[src/rtl/external_clk.sv]
// Clock/reset sequencer for the SM83 core: derives the nine phase clocks over an
// 8-step machine phase and sequences oscillator enable, stable and core resets.
module external_clk #(
    parameter int STABLE_CYCLES = 16
) (
    input  logic CLK,
    input  logic RESET,
    output logic ADR_CLK_P,
    output logic ADR_CLK_N,
    output logic DATA_CLK_P,
    output logic DATA_CLK_N,
    output logic INC_CLK_P,
    output logic INC_CLK_N,
    output logic LATCH_CLK,
    output logic MAIN_CLK_P,
    output logic MAIN_CLK_N,
    output logic OSC_ENA,
    output logic OSC_STABLE,
    output logic CLK_ENA,
    output logic ASYNC_RESET,
    output logic SYNC_RESET
);

    localparam logic [7:0] STABLE_CNT = 8'(STABLE_CYCLES);
    localparam int         NUM_PH_OUT = 5;
    localparam int         NUM_PAIRS  = 4;

    // Per-output phase masks: bit n set means the output is high in phase n.
    // Order: 0 ADR, 1 DATA, 2 INC, 3 MAIN, 4 LATCH (LATCH has no complement).
    localparam logic [NUM_PH_OUT-1:0][7:0] PH_MASK = {
        8'h08,  // LATCH: ph 3
        8'h0F,  // MAIN : ph 0..3
        8'h33,  // INC  : ph 0,1,4,5
        8'h3C,  // DATA : ph 2..5
        8'hC3   // ADR  : ph 6,7,0,1
    };

    logic [7:0] cnt_reg, cnt_next;
    logic [2:0] ph_reg, ph_next;
    logic       run_reg, run_next;
    logic       wrapped_reg, wrapped_next;
    logic       osc_ena_reg, osc_ena_next;
    logic       stable_reg, stable_next;
    logic       async_reset_reg;
    logic       sync_reset_reg;

    logic [NUM_PH_OUT-1:0] ph_p_reg;
    logic [NUM_PAIRS-1:0]  ph_n_reg;

    // The counter saturates at STABLE_CYCLES; the edge after that is marked by
    // run, which keeps the counter within 8 bits across the full legal range.
    always_comb begin
        cnt_next     = cnt_reg;
        ph_next      = 3'd0;
        run_next     = run_reg;
        wrapped_next = wrapped_reg;
        osc_ena_next = 1'b1;
        stable_next  = stable_reg;

        if (cnt_reg != STABLE_CNT) begin
            cnt_next = cnt_reg + 8'd1;
        end
        stable_next = stable_reg | (cnt_next == STABLE_CNT);
        run_next    = run_reg | stable_reg;

        if (run_reg) begin
            ph_next      = ph_reg + 3'd1;
            wrapped_next = wrapped_reg | (ph_reg == 3'd7);
        end
    end

    always_ff @(posedge CLK) begin
        if (!RESET) begin
            cnt_reg         <= 8'd0;
            ph_reg          <= 3'd0;
            run_reg         <= 1'b0;
            wrapped_reg     <= 1'b0;
            osc_ena_reg     <= 1'b0;
            stable_reg      <= 1'b0;
            async_reset_reg <= 1'b1;
            sync_reset_reg  <= 1'b1;
        end else begin
            cnt_reg         <= cnt_next;
            ph_reg          <= ph_next;
            run_reg         <= run_next;
            wrapped_reg     <= wrapped_next;
            osc_ena_reg     <= osc_ena_next;
            stable_reg      <= stable_next;
            async_reset_reg <= ~run_next;
            sync_reset_reg  <= ~wrapped_next;
        end
    end

    // Outputs decode the next phase so that each flop lines up with ph_reg.
    generate
        for (genvar gi = 0; gi < NUM_PH_OUT; gi++) begin : g_ph_p
            always_ff @(posedge CLK) begin
                if (!RESET) begin
                    ph_p_reg[gi] <= 1'b0;
                end else begin
                    ph_p_reg[gi] <= run_next & PH_MASK[gi][ph_next];
                end
            end
        end

        // Complements get their own flops rather than an inverter on the output.
        for (genvar gi = 0; gi < NUM_PAIRS; gi++) begin : g_ph_n
            always_ff @(posedge CLK) begin
                if (!RESET) begin
                    ph_n_reg[gi] <= 1'b1;
                end else begin
                    ph_n_reg[gi] <= ~(run_next & PH_MASK[gi][ph_next]);
                end
            end
        end
    endgenerate

    assign ADR_CLK_P   = ph_p_reg[0];
    assign ADR_CLK_N   = ph_n_reg[0];
    assign DATA_CLK_P  = ph_p_reg[1];
    assign DATA_CLK_N  = ph_n_reg[1];
    assign INC_CLK_P   = ph_p_reg[2];
    assign INC_CLK_N   = ph_n_reg[2];
    assign MAIN_CLK_P  = ph_p_reg[3];
    assign MAIN_CLK_N  = ph_n_reg[3];
    assign LATCH_CLK   = ph_p_reg[4];
    assign OSC_ENA     = osc_ena_reg;
    assign OSC_STABLE  = stable_reg;
    assign CLK_ENA     = stable_reg;
    assign ASYNC_RESET = async_reset_reg;
    assign SYNC_RESET  = sync_reset_reg;

endmodule

[config.mk]
export PLATFORM = sky130hd
export DESIGN_NAME = external_clk
export DESIGN_NICKNAME = d
export VERILOG_FILES = /design/src/rtl/external_clk.sv
export SDC_FILE = /design/constraint.sdc
export NUM_CORES = 1
export LEC_CHECK = 0
export CAP_MARGIN = 0
export CELL_PAD_IN_SITES_DETAIL_PLACEMENT = 0
export CELL_PAD_IN_SITES_GLOBAL_PLACEMENT = 1
export CORE_MARGIN = 2
export CORE_UTILIZATION = 40
export CTS_BUF_LIST = sky130_fd_sc_hd__clkbuf_4
export DETAILED_ROUTE_END_ITERATION = 10
export DONT_BUFFER_PORTS = 1
export GPL_TIMING_DRIVEN = 0
export PLACE_DENSITY = 0.72
export SLEW_MARGIN = 20
export SYNTH_ARGS = -nofsm -noshare
export SYNTH_HDL_FRONTEND = slang
export SYNTH_SLANG_ARGS = --single-unit
[constraint.sdc]
create_clock -name CLK -period 1.4 [get_ports CLK]
set_input_delay 0.28 -clock CLK [delete_from_list [all_inputs] [get_ports CLK]]
set_output_delay 0.28 -clock CLK [all_outputs]
set_load 0.005 [all_outputs]
==> out/results.ini <==
[routing]
drtAntennaViolNets=0
drc=0
wl_per_cell_um=13.0
dr.first_iter.drc_count=11
vias=632
first_pass_iters=4
vias_per_cell=4.82
totalWireLength_mm=1.70

[synthesis]
yosys.area_share.simple_pct=19.6
syn_area_um2=937
synth_cell_types=28
synth_top_area_share_pct=55.5
postSynthCellCount=92
synth_compound_area_share_pct=8.28
synth_top_family_by_area=simple AND/OR/NAND/NOR gates
syn_area_per_cell_um2=10.2
synth_fa_ha_area_share_pct=5.34
syn_nets=98
ys_ff_latch=26
synth_warnings=0
synth-xor-area-share_pct=5.61
synth.largest_area_cell=dfxtp_1
synth-seq-area-share_pct=55.5
muxShareOfSynthArea_pct=0
synth_area_leaders=dfxtp_1, ha_1, xor2_1

[finish]
drive_gt1_share_pct=38.8
fin_nets=111
mostFrequentLayoutCells=dfxtp_1, nand2_1, buf_4
areaGrowthSynthToFinish_pct=23.9
layout.cells.non_filler=131
final_common_cell=dfxtp_1
n_antenna_cell=0
largest_reg_flops=8

[clock_network]
htree_num_levels=1
cts_buffer_depth=2
tritoncts=done
clockRootBuffer=clkbuf_4
cts.sinks=26
path_clk_slew_ns=0.13
clock_latency_ns=0.31
cts_made_buffers=3

[grt]
grt_util_all_layers_pct=12.8
grt_max_degree=14
grt_pass1_vias=594
grt_pass1_wl_mm=2.52
grt_overflow=0
antenna_found_initial=0

[floorplan]
die_height_um=52.4
placementRows=17
initial_core_util_pct=42.4
io_pins=16
die-width_um=52.4
core_mm2=0.00221
dieArea_mm2=0.00275

[worst_setup_path]
worst_ep_required_time_ns=1.62
path_class=reg -> reg
cp.arrival_ns=1.79
crit_path_end_kind=flop
reg2reg_slack_ns=-0.16
worst-path-max-fanout=4
crit_path_start_kind=flop

[placed_design]
dpl_worst_slack_ns=-0.191
portBuffers=0
dpl.cell_count=120
gp_congestion=0.770
dpl.hpwl_mm=1.09

[sta]
hold_viol=0
min_period_over_period_pct=112
drv_slew=0
timing.fmax_mhz=639
slew_headroom_pct=65.8
tightest_slew_ns=0.507
layout_setup_ws_ns=-0.164
tns_ns=-0.246
fin_worst_skew_ns=0.00590
period_minus_slack_ns=1.56
setup_violations=3
hold_slack_ns=0.119
grt_setup_unrepaired=yes

[power]
p_per_area_mw_per_mm2=967
vdd_drop_max_v=0.000725
power_frac_comb_pct=5.6
clkPwrFrac_pct=26.8
leakage_nw=0.514
p_int_w=0.000881
power_switching_w=0.000242
seq_power_share_pct=67.6
swShare_pct=21.6

[worst_hold_path]
hold_path_class=in -> reg

[run]
maxCapViolCount=0

[outcome]
violations=negative setup slack
outcome=complete, but fails checks

## cell usage after synthesis, drive strengths merged
library cell,number
dfxtp,26
nand2,11
inv,8
xor2,5
a21oi,4
and2,4
and3,4
ha,4
nand3,3
nor2,3
nor3,3
o21ai,3
buf,2
a21o,1
a41oi,1
and3b,1
clkbuf,1
nand3b,1
nand4b,1
o22a,1
o41ai,1
or2,1
or3,1
or4,1
xnor2,1
## path summary, 6_finish.rpt
kind	start	end	cells after the start
setup reg to reg	cnt_reg[6]	CLK_ENA	4
setup / recovery	cnt_reg[6]	CLK_ENA	4
hold reg to reg	ph_reg[0]	ph_reg[0]	1
hold / removal	RESET	ph_reg[2]	1
## routing by layer
metal	vias to the layer above	wire length [µm]	global-route usage (%)
li1	326	-	-
met1	291	823	15.8
met2	13	775	19.6
met3	2	85	5.43
met4	0	17	5.13
met5	-	0	0
## power by group through the flow
stage / registers (W) / logic (W) / clock network, W
floorplan: 0.000775 / 0.0000315 / 0
global placement: 0.000778 / 0.0000379 / 0
detailed placement: 0.000778 / 0.0000389 / 0
CTS: 0.000761 / 0.0000442 / 0.000318
global route: 0.000761 / 0.0000698 / 0.000341
finish: 0.000759 / 0.0000628 / 0.000301
## critical path: stages, from the launching register on
cell,delay [ns]
dfxtp_2,0.35
or4_4,0.57
nor3_4,0.18
a41oi_2,0.07
o41ai_2,0.32
## per-stage QoR
step,total power [W],instance area [µm²],util (%)
after floorplan,0.000807,950,-
after global placement,0.000816,985,44.5
final,0.00112,1160,52.5
after detailed placement,0.000817,985,44.5
after global routing,0.00117,1160,52.5
after CTS,0.00112,1040,47.0
## kinds of logic after synthesis
family	count (synthesis)
AOI/OAI and AO/OA	11
xor gates and xnor gates	6
adders and majority gates	4
and+or+nand+nor	34
DFF	26
buffers and inverters	11
## area by class of cell
class / count / area (µm²)
plain buffers: 2 / 18.8
clock buffers: 3 / 22.5
fillers: 211 / 1050
inverters: 8 / 30.0
multi-input cells: 55 / 443
flip-flops and latches: 26 / 538
well taps: 28 / 35.0
repair buffers: 9 / 73.8
## what timing repair did
action / 4_1_cts / 5_1_grt
setup endpoints to repair: 6 / 9
hold buffers: 1 / 0
gates resized for setup: 7 / 19
buffers inserted: 1 / 7
hold endpoints to repair: 1 / 0
pin swaps: 4 / 7
No activity file was read; power rests on OpenSTA's default activity.
